**config.mk**
```make
export PLATFORM = sky130hd
export DESIGN_NAME = fetch_stage
export DESIGN_NICKNAME = d
export VERILOG_FILES = /design/src/rtl/mips_pkg.sv /design/src/rtl/pc_next_sel.sv /design/src/rtl/fetch_stage.sv
export SDC_FILE = /design/constraint.sdc
export NUM_CORES = 1
export LEC_CHECK = 0
export CORE_AREA = 4 4 105 126
export CTS_CLUSTER_DIAMETER = 200
export CTS_CLUSTER_SIZE = 20
export DETAILED_ROUTE_END_ITERATION = 8
export DIE_AREA = 0 0 109 130
export HOLD_SLACK_MARGIN = 0.12
export PLACE_DENSITY = 0.84
export SYNTH_ARGS = -nofsm -noshare
export SYNTH_HDL_FRONTEND = slang
export SYNTH_SLANG_ARGS = --single-unit
```
**constraint.sdc**
```tcl
create_clock -name clk -period 3.8 [get_ports clk]
set_input_delay 0.76 -clock clk [delete_from_list [all_inputs] [get_ports clk]]
set_output_delay 0.76 -clock clk [all_outputs]
set_load 0.02 [all_outputs]
```
**src/rtl/mips_pkg.sv**
```systemverilog
// Shared MIPS pipeline constants, opcodes, and fetch FSM encoding.
// Also holds the helper that builds J-type jump targets.
package mips_pkg;

    localparam logic [31:0] NOP_WORD   = 32'h0000_0000;
    localparam logic [31:0] RESET_PC   = 32'h0000_0000;
    localparam int          IMEM_WORDS = 256;

    localparam logic [5:0] OP_J   = 6'b000010;
    localparam logic [5:0] OP_BEQ = 6'b000100;
    localparam logic [5:0] OP_BNE = 6'b000101;

    typedef enum logic [0:0] {
        ST_RUN   = 1'b0,
        ST_FAULT = 1'b1
    } fetch_state_t;

    // The jump target keeps the 256 MB region of the delay-slot PC.
    function automatic logic [31:0] jump_target(input logic [31:0] pc4,
                                                input logic [25:0] index);
        return {pc4[31:28], index, 2'b00};
    endfunction

endpackage

```
**src/rtl/pc_next_sel.sv**
```systemverilog
// Next-PC selector for the fetch stage.
// Redirects win over holds because they come from older instructions.
module pc_next_sel
    import mips_pkg::*;
(
    input  logic [31:0] pc,
    input  logic [31:0] pc_plus4,
    input  logic        branch_taken,
    input  logic [31:0] branch_target,
    input  logic        jump,
    input  logic [25:0] jump_index,
    input  logic [31:0] if_id_pc4,
    input  logic        stall,
    input  logic        hold_bad,
    output logic [31:0] pc_next
);

    // Priority mux: branch > jump > stall > bad-PC hold > sequential
    always_comb begin
        pc_next = pc_plus4;
        if (branch_taken) begin
            pc_next = branch_target;
        end else if (jump) begin
            pc_next = jump_target(if_id_pc4, jump_index);
        end else if (stall) begin
            pc_next = pc;
        end else if (hold_bad) begin
            pc_next = pc;
        end else begin
            pc_next = pc_plus4;
        end
    end

endmodule

```
**src/rtl/fetch_stage.sv**
```systemverilog
// Instruction-fetch stage: PC register, IF/ID pipeline register,
// RUN/FAULT bad-PC tracking and a count of valid fetches.
module fetch_stage
    import mips_pkg::*;
#(
    parameter logic [31:0] RESET_PC   = mips_pkg::RESET_PC,
    parameter int          IMEM_WORDS = mips_pkg::IMEM_WORDS,
    parameter logic [31:0] NOP_WORD   = mips_pkg::NOP_WORD
) (
    input  logic        clk,
    input  logic        rst,
    input  logic        stall,
    input  logic        flush,
    input  logic        branch_taken,
    input  logic [31:0] branch_target,
    input  logic        jump,
    input  logic [25:0] jump_index,
    output logic        imem_memread,
    output logic [31:0] imem_address,
    input  logic [31:0] imem_readdata,
    output logic [31:0] if_id_instr,
    output logic [31:0] if_id_pc4,
    output logic        if_id_valid,
    output logic        fault,
    output logic [31:0] fetch_count
);

    localparam logic [31:0] IMEM_WORDS_W = 32'(IMEM_WORDS);

    fetch_state_t state_r;
    fetch_state_t state_next_s;
    logic [31:0]  pc_r;
    logic [31:0]  pc_next_s;
    logic [31:0]  pc_plus4_s;
    logic [31:0]  word_idx_s;
    logic         pc_ok_s;
    logic         redirect_s;
    logic         in_fault_s;
    logic [31:0]  if_id_instr_r;
    logic [31:0]  if_id_pc4_r;
    logic         if_id_valid_r;
    logic [31:0]  fetch_count_r;

    assign pc_plus4_s = pc_r + 32'd4;
    assign word_idx_s = {2'b00, pc_r[31:2]};
    assign pc_ok_s    = (pc_r[1:0] == 2'b00) && (word_idx_s < IMEM_WORDS_W);
    assign redirect_s = branch_taken | jump;
    assign in_fault_s = (state_r == ST_FAULT);

    pc_next_sel u_pc_next_sel (
        .pc            (pc_r),
        .pc_plus4      (pc_plus4_s),
        .branch_taken  (branch_taken),
        .branch_target (branch_target),
        .jump          (jump),
        .jump_index    (jump_index),
        .if_id_pc4     (if_id_pc4_r),
        .stall         (stall),
        .hold_bad      (in_fault_s | ~pc_ok_s),
        .pc_next       (pc_next_s)
    );

    // FSM next state: a bad PC faults only when nothing else claims the cycle
    always_comb begin
        state_next_s = state_r;
        case (state_r)
            ST_RUN: begin
                if (!pc_ok_s && !redirect_s && !stall) begin
                    state_next_s = ST_FAULT;
                end else begin
                    state_next_s = ST_RUN;
                end
            end
            ST_FAULT: begin
                if (redirect_s) begin
                    state_next_s = ST_RUN;
                end else begin
                    state_next_s = ST_FAULT;
                end
            end
            default: state_next_s = ST_RUN;
        endcase
    end

    // PC and FSM state registers
    always_ff @(posedge clk) begin
        if (rst) begin
            pc_r    <= RESET_PC;
            state_r <= ST_RUN;
        end else begin
            pc_r    <= pc_next_s;
            state_r <= state_next_s;
        end
    end

    // IF/ID register and fetch counter
    always_ff @(posedge clk) begin
        if (rst) begin
            if_id_instr_r <= NOP_WORD;
            if_id_pc4_r   <= 32'h0000_0000;
            if_id_valid_r <= 1'b0;
            fetch_count_r <= 32'd0;
        end else if (flush || redirect_s) begin
            if_id_instr_r <= NOP_WORD;
            if_id_pc4_r   <= 32'h0000_0000;
            if_id_valid_r <= 1'b0;
        end else if (stall) begin
            if_id_instr_r <= if_id_instr_r;
            if_id_pc4_r   <= if_id_pc4_r;
            if_id_valid_r <= if_id_valid_r;
        end else if (!in_fault_s && pc_ok_s) begin
            if_id_instr_r <= imem_readdata;
            if_id_pc4_r   <= pc_plus4_s;
            if_id_valid_r <= 1'b1;
            fetch_count_r <= fetch_count_r + 32'd1;
        end else begin
            if_id_instr_r <= NOP_WORD;
            if_id_pc4_r   <= 32'h0000_0000;
            if_id_valid_r <= 1'b0;
        end
    end

    assign imem_memread = (state_r == ST_RUN) & ~rst;
    assign imem_address = pc_r;
    assign if_id_instr  = if_id_instr_r;
    assign if_id_pc4    = if_id_pc4_r;
    assign if_id_valid  = if_id_valid_r;
    assign fault        = in_fault_s;
    assign fetch_count  = fetch_count_r;

endmodule

```
==> qor.json <==
{
  "sequential_element_share_of_the_synthesized_area": {"value": 48.0, "unit": "%"},
  "wire_length_of_the_first_global_routing_pass": {"value": 30.1, "unit": "mm"},
  "finClkSkew": {"value": 0.00955, "unit": "ns"},
  "cpMostUsedCell": {"value": "sky130_fd_sc_hd__or4_1"},
  "ios": {"value": 227},
  "avgSynthCellArea": {"value": 9.11, "unit": "um2"},
  "finalPower": {"value": 3.34, "unit": "mW"},
  "crit_path_start": {"value": "stall"},
  "antennaDiodeCount": {"value": 0},
  "placement_rows": {"value": 44},
  "power.internal": {"value": 2.48, "unit": "mW"},
  "via_count_of_the_first_global_routing_pass": {"value": 5924},
  "synth-warning-count": {"value": 0},
  "synth.net_count": {"value": 693},
  "max_slew_headroom_at_the_worst_pin": {"value": 29.6, "unit": "%"},
  "design.die.area": {"value": 14200, "unit": "um2"},
  "area_grow_syn2layout": {"value": 53.6, "unit": "%"},
  "critPathLaunchType": {"value": "input pin"},
  "final_antenna_net_count": {"value": 0},
  "ir_worst_vdd": {"value": 344, "unit": "uV"},
  "clock_share_of_power": {"value": 47.4, "unit": "%"},
  "critical-path-max-stage-delay": {"value": 0.78, "unit": "ns"},
  "tightest_slew": {"value": 1.05, "unit": "ns"},
  "asyncSetResetFlopFracSynth": {"value": 0, "unit": "%"},
  "worstHoldPathType": {"value": "flip-flop to flip-flop"},
  "crit_path_category": {"value": "input pin to flip-flop"},
  "cts-buffers-inserted": {"value": 17},
  "dpl.hpwl": {"value": 13.4, "unit": "mm"},
  "cts.sink_count": {"value": 130},
  "syn_area": {"value": 5420, "unit": "um2"},
  "hold_start": {"value": "if_id_valid"},
  "clock_tree.htree_level_count": {"value": 4},
  "leakagePower": {"value": 2.91, "unit": "nW"},
  "cts_tree": {"value": "yes"},
  "placeableCoreArea": {"value": 12100, "unit": "um2"},
  "route.detailed.vias_per_inst": {"value": 5.89},
  "cp_data_arrival_time": {"value": 3.35, "unit": "ns"},
  "wire_per_inst": {"value": 19.3, "unit": "um"},
  "ctsResizeCount": {"value": 0},
  "first_pass_iters": {"value": 5},
  "drc": {"value": 0},
  "postLayoutCoreUtil": {"value": 69.1, "unit": "%"},
  "power.share.switching": {"value": 25.6, "unit": "%"},
  "dieWidth": {"value": 109, "unit": "um"},
  "worst_setup_hold_path_clk_slew": {"value": 0.06, "unit": "ns"},
  "final_setup_slack_of_the_worst_path": {"value": 0.782, "unit": "ns"},
  "cts_buffer_depth": {"value": 2},
  "p_switching": {"value": 856, "unit": "uW"},
  "clkLatencyLatePin": {"value": 0.41, "unit": "ns"},
  "route.vias.total": {"value": 5764},
  "setup_tns_after_final_layout": {"value": 0, "unit": "ns"},
  "detail_route.iter0.violations": {"value": 391},
  "final-hold-violation-count": {"value": 0},
  "fmax": {"value": 0.331, "unit": "GHz"},
  "crit_chain": {"value": "clkdlybuf4s50_1 > nor4_1 > nand4_1 > or4_1 > or4_1 > a21oi_1"},
  "place_worst_setup_slack": {"value": 0.427, "unit": "ns"},
  "synth-edff-count": {"value": 0},
  "finalNetCount": {"value": 903},
  "timing.critical_path.slowest_stage_cell": {"value": "sky130_fd_sc_hd__or4_1"},
  "globalRoute.totalOverflow": {"value": 0},
  "timing_max_transition_violations_final": {"value": 0},
  "final_min_period_over_clock_period": {"value": 79.4, "unit": "%"},
  "count_of_hold_fix_buffers_inserted_at_cts": {"value": 0},
  "grt.total_usage": {"value": 26.7, "unit": "%"},
  "critPathCaptureType": {"value": "flip-flop"},
  "port-buffer-count": {"value": 226},
  "antenna_found_initial": {"value": 0},
  "post_synthesis_instance_total": {"value": 595},
  "grt_max_degree": {"value": 66},
  "regToRegStartpoint": {"value": "imem_address[19]"},
  "final_layout_size_suffix_gt1_share": {"value": 6.23, "unit": "%"},
  "dominantRegCellSynth": {"value": "sky130_fd_sc_hd__dfxtp_1"},
  "post_synth_num_cell_types": {"value": 48},
  "fp.dieH": {"value": 130, "unit": "um"},
  "worst-endpoint-required": {"value": 4.13, "unit": "ns"},
  "critical_path.max_fanout": {"value": 27},
  "clock-root-buffer": {"value": "sky130_fd_sc_hd__clkbuf_16"},
  "power.share.combinational": {"value": 9.9, "unit": "%"},
  "status": {"value": "finished, final reports clean"},
  "number_of_setup_buffers_added_after_cts": {"value": 0},
  "setup_viol_count_final": {"value": 0},
  "fin_crit": {"value": 3.02, "unit": "ns"},
  "power_density": {"value": 401, "unit": "nW/um2"},
  "detail_route.wirelength": {"value": 18.9, "unit": "mm"},
  "maxCapViolCount": {"value": 0},
  "part_of_the_power_in_registers": {"value": 42.7, "unit": "%"},
  "finalWeightedCongestion": {"value": 0.889},
  "starting_density_of_the_core": {"value": 45.0, "unit": "%"},
  "ys_ff_latch": {"value": 130},
  "n_fill_cell": {"value": 882},
  "unrepaired_setup_endpoints_after_global_routing": {"value": "no"}
}
==> metrics by stage <==
| stage | area, um2 | std cells | hold WS (ns) |
|---|---|---|---|
| 2_1_floorplan | 5420 | 595 | 0.521 |
| 3_3_place_gp | 7750 | 947 | 0.435 |
| 3_5_place_dp | 7750 | 947 | 0.443 |
| 4_1_cts | 8330 | 979 | 0.450 |
| 5_1_grt | 8330 | 979 | 0.483 |
| 6_report | 8330 | 979 | 0.445 |
==> synthesized netlist by cell type, types with 6 or more instances <==
cell	instances	area [um2]
sky130_fd_sc_hd__buf_1	6	22.5
sky130_fd_sc_hd__a22oi_1	9	67.6
sky130_fd_sc_hd__and2_1	24	150
sky130_fd_sc_hd__buf_2	7	35.0
sky130_fd_sc_hd__o21ai_0	14	70.1
sky130_fd_sc_hd__o31ai_1	25	188
sky130_fd_sc_hd__nor4_1	11	68.8
sky130_fd_sc_hd__and3_1	9	56.3
sky130_fd_sc_hd__a22o_1	37	324
sky130_fd_sc_hd__dfxtp_1	130	2600
sky130_fd_sc_hd__a21oi_1	57	285
sky130_fd_sc_hd__nand2_1	32	120
sky130_fd_sc_hd__nand4_1	16	100
sky130_fd_sc_hd__clkbuf_1	28	105
sky130_fd_sc_hd__inv_1	14	52.6
sky130_fd_sc_hd__nor3_1	10	50.1
sky130_fd_sc_hd__mux2i_1	10	100
sky130_fd_sc_hd__nor2_1	36	135
sky130_fd_sc_hd__nand3_1	31	155
sky130_fd_sc_hd__or4_1	25	188
==> worst max-delay path, delay by kind of cell <==
kind	cells	cell delay [ns]
AOI/OAI and AO/OA	1	0.17
and+or+nand+nor	4	1.94
buffers and inverters	1	0.47
==> sequential cells by signal, indices dropped and copies added (netlist names) <==
register / count
if_id_instr: 32
fault: 1
fetch_count: 32
if_id_valid: 1
imem_address: 32
if_id_pc4: 32
==> worst paths after layout <==
path,endpoint,slack [ns],depth (start not counted)
setup / recovery,fetch_count[21],0.78,6
hold / removal,if_id_valid,0.44,2
setup reg to reg,fetch_count[21],1.13,5
hold reg to reg,if_id_valid,0.44,2
==> power by group through the flow <==
stage	Combinational (mW)	Clock [mW]	Sequential [mW]
after floorplan	0.114	0	1.47
after global placement	0.318	0	1.45
after detailed placement	0.325	0	1.45
after CTS	0.328	1.59	1.43
after global routing	0.352	1.67	1.43
final	0.330	1.58	1.43
==> cell type report <==
cell class | instances | area (um2) | share of cell area [%]
timing repair buffer | 235 | 2320 | 27.9
multi-input combinational | 405 | 2570 | 30.9
clock buffer | 18 | 429 | 5.15
sequential | 130 | 2600 | 31.3
inverter | 16 | 60.1 | 0.721
tap | 161 | 201 | 2.42
clock inverter | 14 | 144 | 1.73
==> cell families (layout without fill, tap and decap cells) <==
family,Yosys count,in the layout,share of synthesized area (%)
compound gates,169,169,21.4
mux,11,11,2.05
fa+ha+maj,2,2,0.461
xor+xnor,10,10,1.62
buf+inv,60,283,4.73
simple gates,213,213,21.8
flops,130,130,48.0
==> metal layers <==
| layer | global-route usage (%) | wire length [um] |
|---|---|---|
| met5 | 0 | 0 |
| met1 | 31.0 | 7000 |
| met4 | 9.14 | 418 |
| met3 | 11.6 | 2190 |
| met2 | 44.2 | 9280 |
==> cell usage in the layout (no fill, tap or decap), drive strengths merged, types with 10 or more instances in the layout <==
master / Yosys / routed
and2: 24 / 24
nand4: 16 / 16
inv: 14 / 23
nand2: 33 / 33
mux2i: 10 / 10
a21oi: 57 / 57
nor4: 15 / 15
clkbuf: 28 / 18
nor3: 10 / 10
o21ai: 14 / 14
nand3: 31 / 31
dfxtp: 130 / 130
o31ai: 25 / 25
clkdlybuf4s50: 0 / 224
or4: 25 / 25
buf: 16 / 11
nor2: 36 / 36
a22o: 37 / 37
(Power assumes the default switching activity.)
==> variant 1, RTL diff (same settings) <==
Register the input `branch_target` before use, cleared by the reset. The logic sees it one clock later. The other inputs are not delayed to match.
--- a/src/rtl/fetch_stage.sv
+++ b/src/rtl/fetch_stage.sv
@@ -27,6 +27,16 @@
 
     localparam logic [31:0] IMEM_WORDS_W = 32'(IMEM_WORDS);
 
+    logic [31:0] branch_target_q;
+
+    always_ff @(posedge clk) begin
+        if (rst) begin
+            branch_target_q <= '0;
+        end else begin
+            branch_target_q <= branch_target;
+        end
+    end
+
     fetch_state_t state_r;
     fetch_state_t state_next_s;
     logic [31:0]  pc_r;
@@ -51,7 +61,7 @@
         .pc            (pc_r),
         .pc_plus4      (pc_plus4_s),
         .branch_taken  (branch_taken),
-        .branch_target (branch_target),
+        .branch_target (branch_target_q),
         .jump          (jump),
         .jump_index    (jump_index),
         .if_id_pc4     (if_id_pc4_r),
Formal check against the unedited RTL: not equivalent (Yosys sat finds a counterexample within 4 cycles, from zero or initial values and one cycle with rst high).
==> variant 1 against the original RTL <==
Wire length decreased by 7.2%. Fmax rose by 6.1%. Die area did not move. Design area up 9.2%. Synthesized area grew 14%. Worst hold slack better by 0.013 ns. Sequential cell count is 32 higher. Setup slack better by 0.17 ns. Total power up 14%. Largest power group is now sequential cells.
==> variant 1: results (changes against the original RTL) <==
metric	value	unit	change
clk_latency	0.42	ns	
antenna_found_initial	0		unchanged
gp_congestion	0.865		-2.7%
finalWirelength	17500	um	-7.2%
post-dp-hpwl	12700	um	-4.8%
rr_worst_depth	5		unchanged
track_usage	0.245		-0.0226
portBuffers	226		unchanged
hold_viol_final	0		unchanged
dr.pass1.iters	8		+3
highest_layer	met4		
synth_common_cells	dfxtp_1 (162), nor2_1 (72), a21oi_1 (49), a22o_1 (36), nor2b_1 (32)		
wl_met2	9310	um	+0.36%
ctsResizeCount	0		unchanged
h-tree-depth	4		unchanged
ys_types	55		+15%
yosys_warnings	0		unchanged
wl_met1	6950	um	-0.69%
whs_endpoint	if_id_pc4[18]		
grt_max_degree	80		+21%
yosysSeqAreaShare	0.524		+0.0441
ir_worst_vdd	0.253	mV	-26%
grt_pass1_vias	5404		-8.8%
outcome	completed		
async_reset_ff_frac	0		unchanged
critical_path.max_fanout	12		-56%
cts_buffers	17		unchanged
reg2reg_to	imem_address[9]		
synthMuxAreaShare	0.0374		+0.0169
fin_worst_skew	0.0125	ns	+0.00292 ns
ys_top_cells_by_area	dfxtp_1 (52%), a22o_1 (5.1%), nor2_1 (4.4%), a21oi_1 (4.0%), mux2i_1 (3.6%)		
met3RoutedLength	937	um	-57%
cts_max_path_buffers	2		unchanged
r2r-start	imem_address[20]		
synth-xor-area-share	0.0311		+0.0150
vias	5493		-4.7%
syn_nets	731		+5.5%
synth-compound-area-share	0.140		-0.0740
grt_pass1_wl	27600	um	-8.5%
postCtsSetupRepairBufs	0		unchanged
worstPathArrival	3.13	ns	-0.22 ns
leakage	3.34	nW	+15%
min_path_cells	1		-1
hold_class	flop to flop		
clkTransAtPathRegs	0.06	ns	about the same
worst_hold_startpoint	if_id_pc4[18]		
drt_iter0_drc	291		-26%
drive_above_1_share	0.0666		+0.00424
clock-root-buffer	clkbuf_16		
yosys.area_share.adder	0.00404		-0.000571
diodes	0		unchanged
nets	941		+4.2%
worst-r2r-setup-slack	1.41	ns	+0.28 ns
maxSlewHeadroom	0.459		+0.163
-- variant 1: layout make-up --
cell class	instances	area [um^2]
multi-input combinational	421	2730
clock buffer	21	450
clock inverter	11	129
tap	161	201
sequential	162	3240
fill	821	2960
timing repair buffer	232	2300
inverter	9	33.8
-- variant 1: through the flow --
| stage | cell area, um^2 | setup slack [ns] | hold WS, ns | cells | utilization |
|---|---|---|---|---|---|
| 2_1_floorplan | 6190 | 1.34 | 0.434 | 633 | - |
| 3_3_place_gp | 8510 | 0.632 | 0.436 | 985 | 0.706 |
| 6_report | 9090 | 0.955 | 0.458 | 1017 | 0.754 |
| 3_5_place_dp | 8510 | 0.532 | 0.444 | 985 | 0.706 |
| 5_1_grt | 9090 | 0.829 | 0.480 | 1017 | 0.754 |
| 4_1_cts | 9090 | 0.958 | 0.461 | 1017 | 0.754 |
-- variant 1: power breakdown --
part / switching (W) / total [W] / internal [W]
registers: 0.0000341 / 0.00177 / 0.00174
logic: 0.000171 / 0.000351 / 0.000180
clock network: 0.000684 / 0.00167 / 0.000990
total: 0.000889 / 0.00380 / 0.00291
-- variant 1: critical path, stage by stage --
cell and delay, ns:
clkdlybuf4s50_1 0.63, nor4_1 0.35, nand3_1 0.31, o21ai_1 0.75, o311a_1 0.29, nor3_1 0.05
-- variant 1: logic make-up (layout without fill, tap and decap cells) --
group / Yosys count / count (layout)
AND/OR/NAND/NOR: 246 / 246
flip-flops: 162 / 162
AO/OA/AOI/OAI: 128 / 128
buffers and inverters: 50 / 273
multiplexers: 23 / 23
XOR/XNOR: 22 / 22
adder cells (fa/ha/maj): 2 / 2
-- variant 1: worst max-delay path by stage --
stage	start	end	slack, ns	cells after the start
after CTS	stall	imem_address[9]	0.96	6
after floorplan	rst	imem_memread	1.34	4
after global routing	stall	imem_address[9]	0.83	6
after detailed placement	stall	imem_address[9]	0.53	6
final	stall	imem_address[9]	0.95	6
after global placement	stall	imem_address[9]	0.63	6
-- variant 1: routing by layer --
| metal | track usage | up-vias |
|---|---|---|
| li1 | - | 2664 |
| met1 | 0.287 | 2623 |
| met2 | 0.441 | 180 |
| met3 | 0.0495 | 26 |
| met4 | 0.0869 | 0 |
| met5 | 0 | - |
==> variant 2, RTL diff (same settings) <==
Made on the original files. Put a register stage on the output `fault`, with the module's reset. The value now appears one clock later. The other outputs are not delayed to match.
--- a/src/rtl/fetch_stage.sv
+++ b/src/rtl/fetch_stage.sv
@@ -125,7 +125,13 @@
     assign if_id_instr  = if_id_instr_r;
     assign if_id_pc4    = if_id_pc4_r;
     assign if_id_valid  = if_id_valid_r;
-    assign fault        = in_fault_s;
+    always_ff @(posedge clk) begin
+        if (rst) begin
+            fault <= '0;
+        end else begin
+            fault <= in_fault_s;
+        end
+    end
     assign fetch_count  = fetch_count_r;
 
 endmodule
Formal check against the unedited RTL: not equivalent (a bounded check fails within 4 cycles, from zero or initial values and one cycle with rst high).
==> variant 2 against the original RTL <==
Largest power group unchanged. Highest routed layer is now met5. Clock skew grew 0.0085 ns. Critical path depth did not move. Setup slack better by 0.026 ns. Synthesized area grew 0.44%. Synthesized cell count grew 0.34%. Critical path type unchanged. Sequential cell count rose by 1. Total power is 2.8% higher. Wire length shrank 0.60%. Global-route usage decreased by 0.064 points. Design area grew 0.68%.
==> variant 2: results (changes against the original RTL) <==
metric	value	unit	change
critical_path.max_fanout	27		unchanged
synth_area_per_cell	9.12	um^2	+0.10%
worst_hold_startpoint	if_id_valid		
drc	0		unchanged
dr.pass1.iters	5		unchanged
hold_class	flop to flop		
portBuffers	226		unchanged
clock-root-buffer	clkbuf_16		
grt_pass1_vias	5669		-4.3%
cpLargestDelayFamily	simple AND/OR/NAND/NOR gates		
ctsResizeCount	0		unchanged
worstMarginPinSlew	1.09	ns	+0.0366 ns
leakage	2.95	nW	+1.2%
placedCellCount	949		+0.21%
setup_viol	0		unchanged
crit_slowest_cell	or4_1		
grt_pass1_wl	29500	um	-1.9%
worstSetupStartpoint	stall		
finalWirelength	18800	um	-0.60%
outcome	completed		
fill_cells	857		-2.8%
ys_types	48		unchanged
cts_buffers	17		unchanged
clk_latency	0.42	ns	
gp_congestion	0.875		-1.6%
ys_top_cells_by_area	dfxtp_1 (48%), a22o_1 (5.9%), a21oi_1 (5.2%), o31ai_1 (3.4%), or4_1 (3.4%)		
grt_max_degree	42		-36%
post-dp-hpwl	13700	um	+2.2%
drt_iter0_drc	422		+7.9%
synth_common_cells	dfxtp_1 (131), a21oi_1 (57), a22o_1 (37), nor2_1 (37), nand2_1 (32)		
nets	905		+0.22%
viasPerCell	5.72		-2.9%
critPathMaxStageDelay	0.78	ns	about the same
diodes	0		unchanged
postCtsSetupRepairBufs	0		unchanged
clkTransAtPathRegs	0.07	ns	
synth_flop_cell	dfxtp_1		
cts_max_path_buffers	2		unchanged
worstPathArrival	3.34	ns	about the same
pre_cts_ws	0.430	ns	+0.00362 ns
drive_above_1_share	0.0610		-0.00137
antenna_found_initial	2		+2
fin_worst_skew	0.0181	ns	+0.00852 ns
syn_nets	695		+0.29%
async_reset_ff_frac	0		unchanged
yosys_warnings	0		unchanged
wire_per_inst	19.1	um	-0.80%
h-tree-depth	4		unchanged
postPlaceCellArea	7780	um^2	+0.31%
track_usage	0.267		-0.000644
r2r-start	imem_address[27]		
yosysSeqAreaShare	0.482		+0.00158
ir_worst_vdd	0.323	mV	-6.1%
variant 2: cells by family after synthesis:
kind of cell / count (synthesis) / share of synthesized area
flops: 131 / 0.482
mux: 11 / 0.0204
simple gates: 214 / 0.218
fa+ha+maj: 2 / 0.00459
compound gates: 169 / 0.213
buf+inv: 60 / 0.0471
xor+xnor: 10 / 0.0161
variant 2: worst min-delay path, cell delays in order (launching register included):
cell	delay, ns
dfxtp_1	0.31
nand2_1	0.05
nand2_1	0.04
variant 2: per-layer routing:
layer | part of all wire | wire length (um) | global-route usage
met1 | 0.37 | 6900 | 0.301
met4 | 0.033 | 616 | 0.109
met2 | 0.48 | 9040 | 0.443
met3 | 0.12 | 2190 | 0.114
met5 | 0.0012 | 22 | 0
variant 2: worst paths after layout:
check	slack, ns	cells past startpoint	end
max	0.81	6	fetch_count[21]
min	0.45	2	if_id_valid
max reg2reg	1.16	5	fetch_count[21]
min reg2reg	0.45	2	if_id_valid
variant 2: where the power goes:
| part | leakage (nW) | total [W] | switching, W | internal, W |
|---|---|---|---|---|
| Clock | 0.302 | 0.00167 | 0.000721 | 0.000951 |
| Combinational | 1.58 | 0.000327 | 0.000153 | 0.000174 |
| Sequential | 1.06 | 0.00144 | 0.0000395 | 0.00140 |
variant 2: cell type report:
class                   count  area [um^2]  area share
repair buffers            235         2320       0.277
clock buffers              17          425      0.0507
multi-input cells         406         2570       0.306
clock inverters            15          180      0.0215
flip-flops and latches    131         2620       0.313
well taps                 161          201      0.0240
inverters                  16         60.1     0.00716
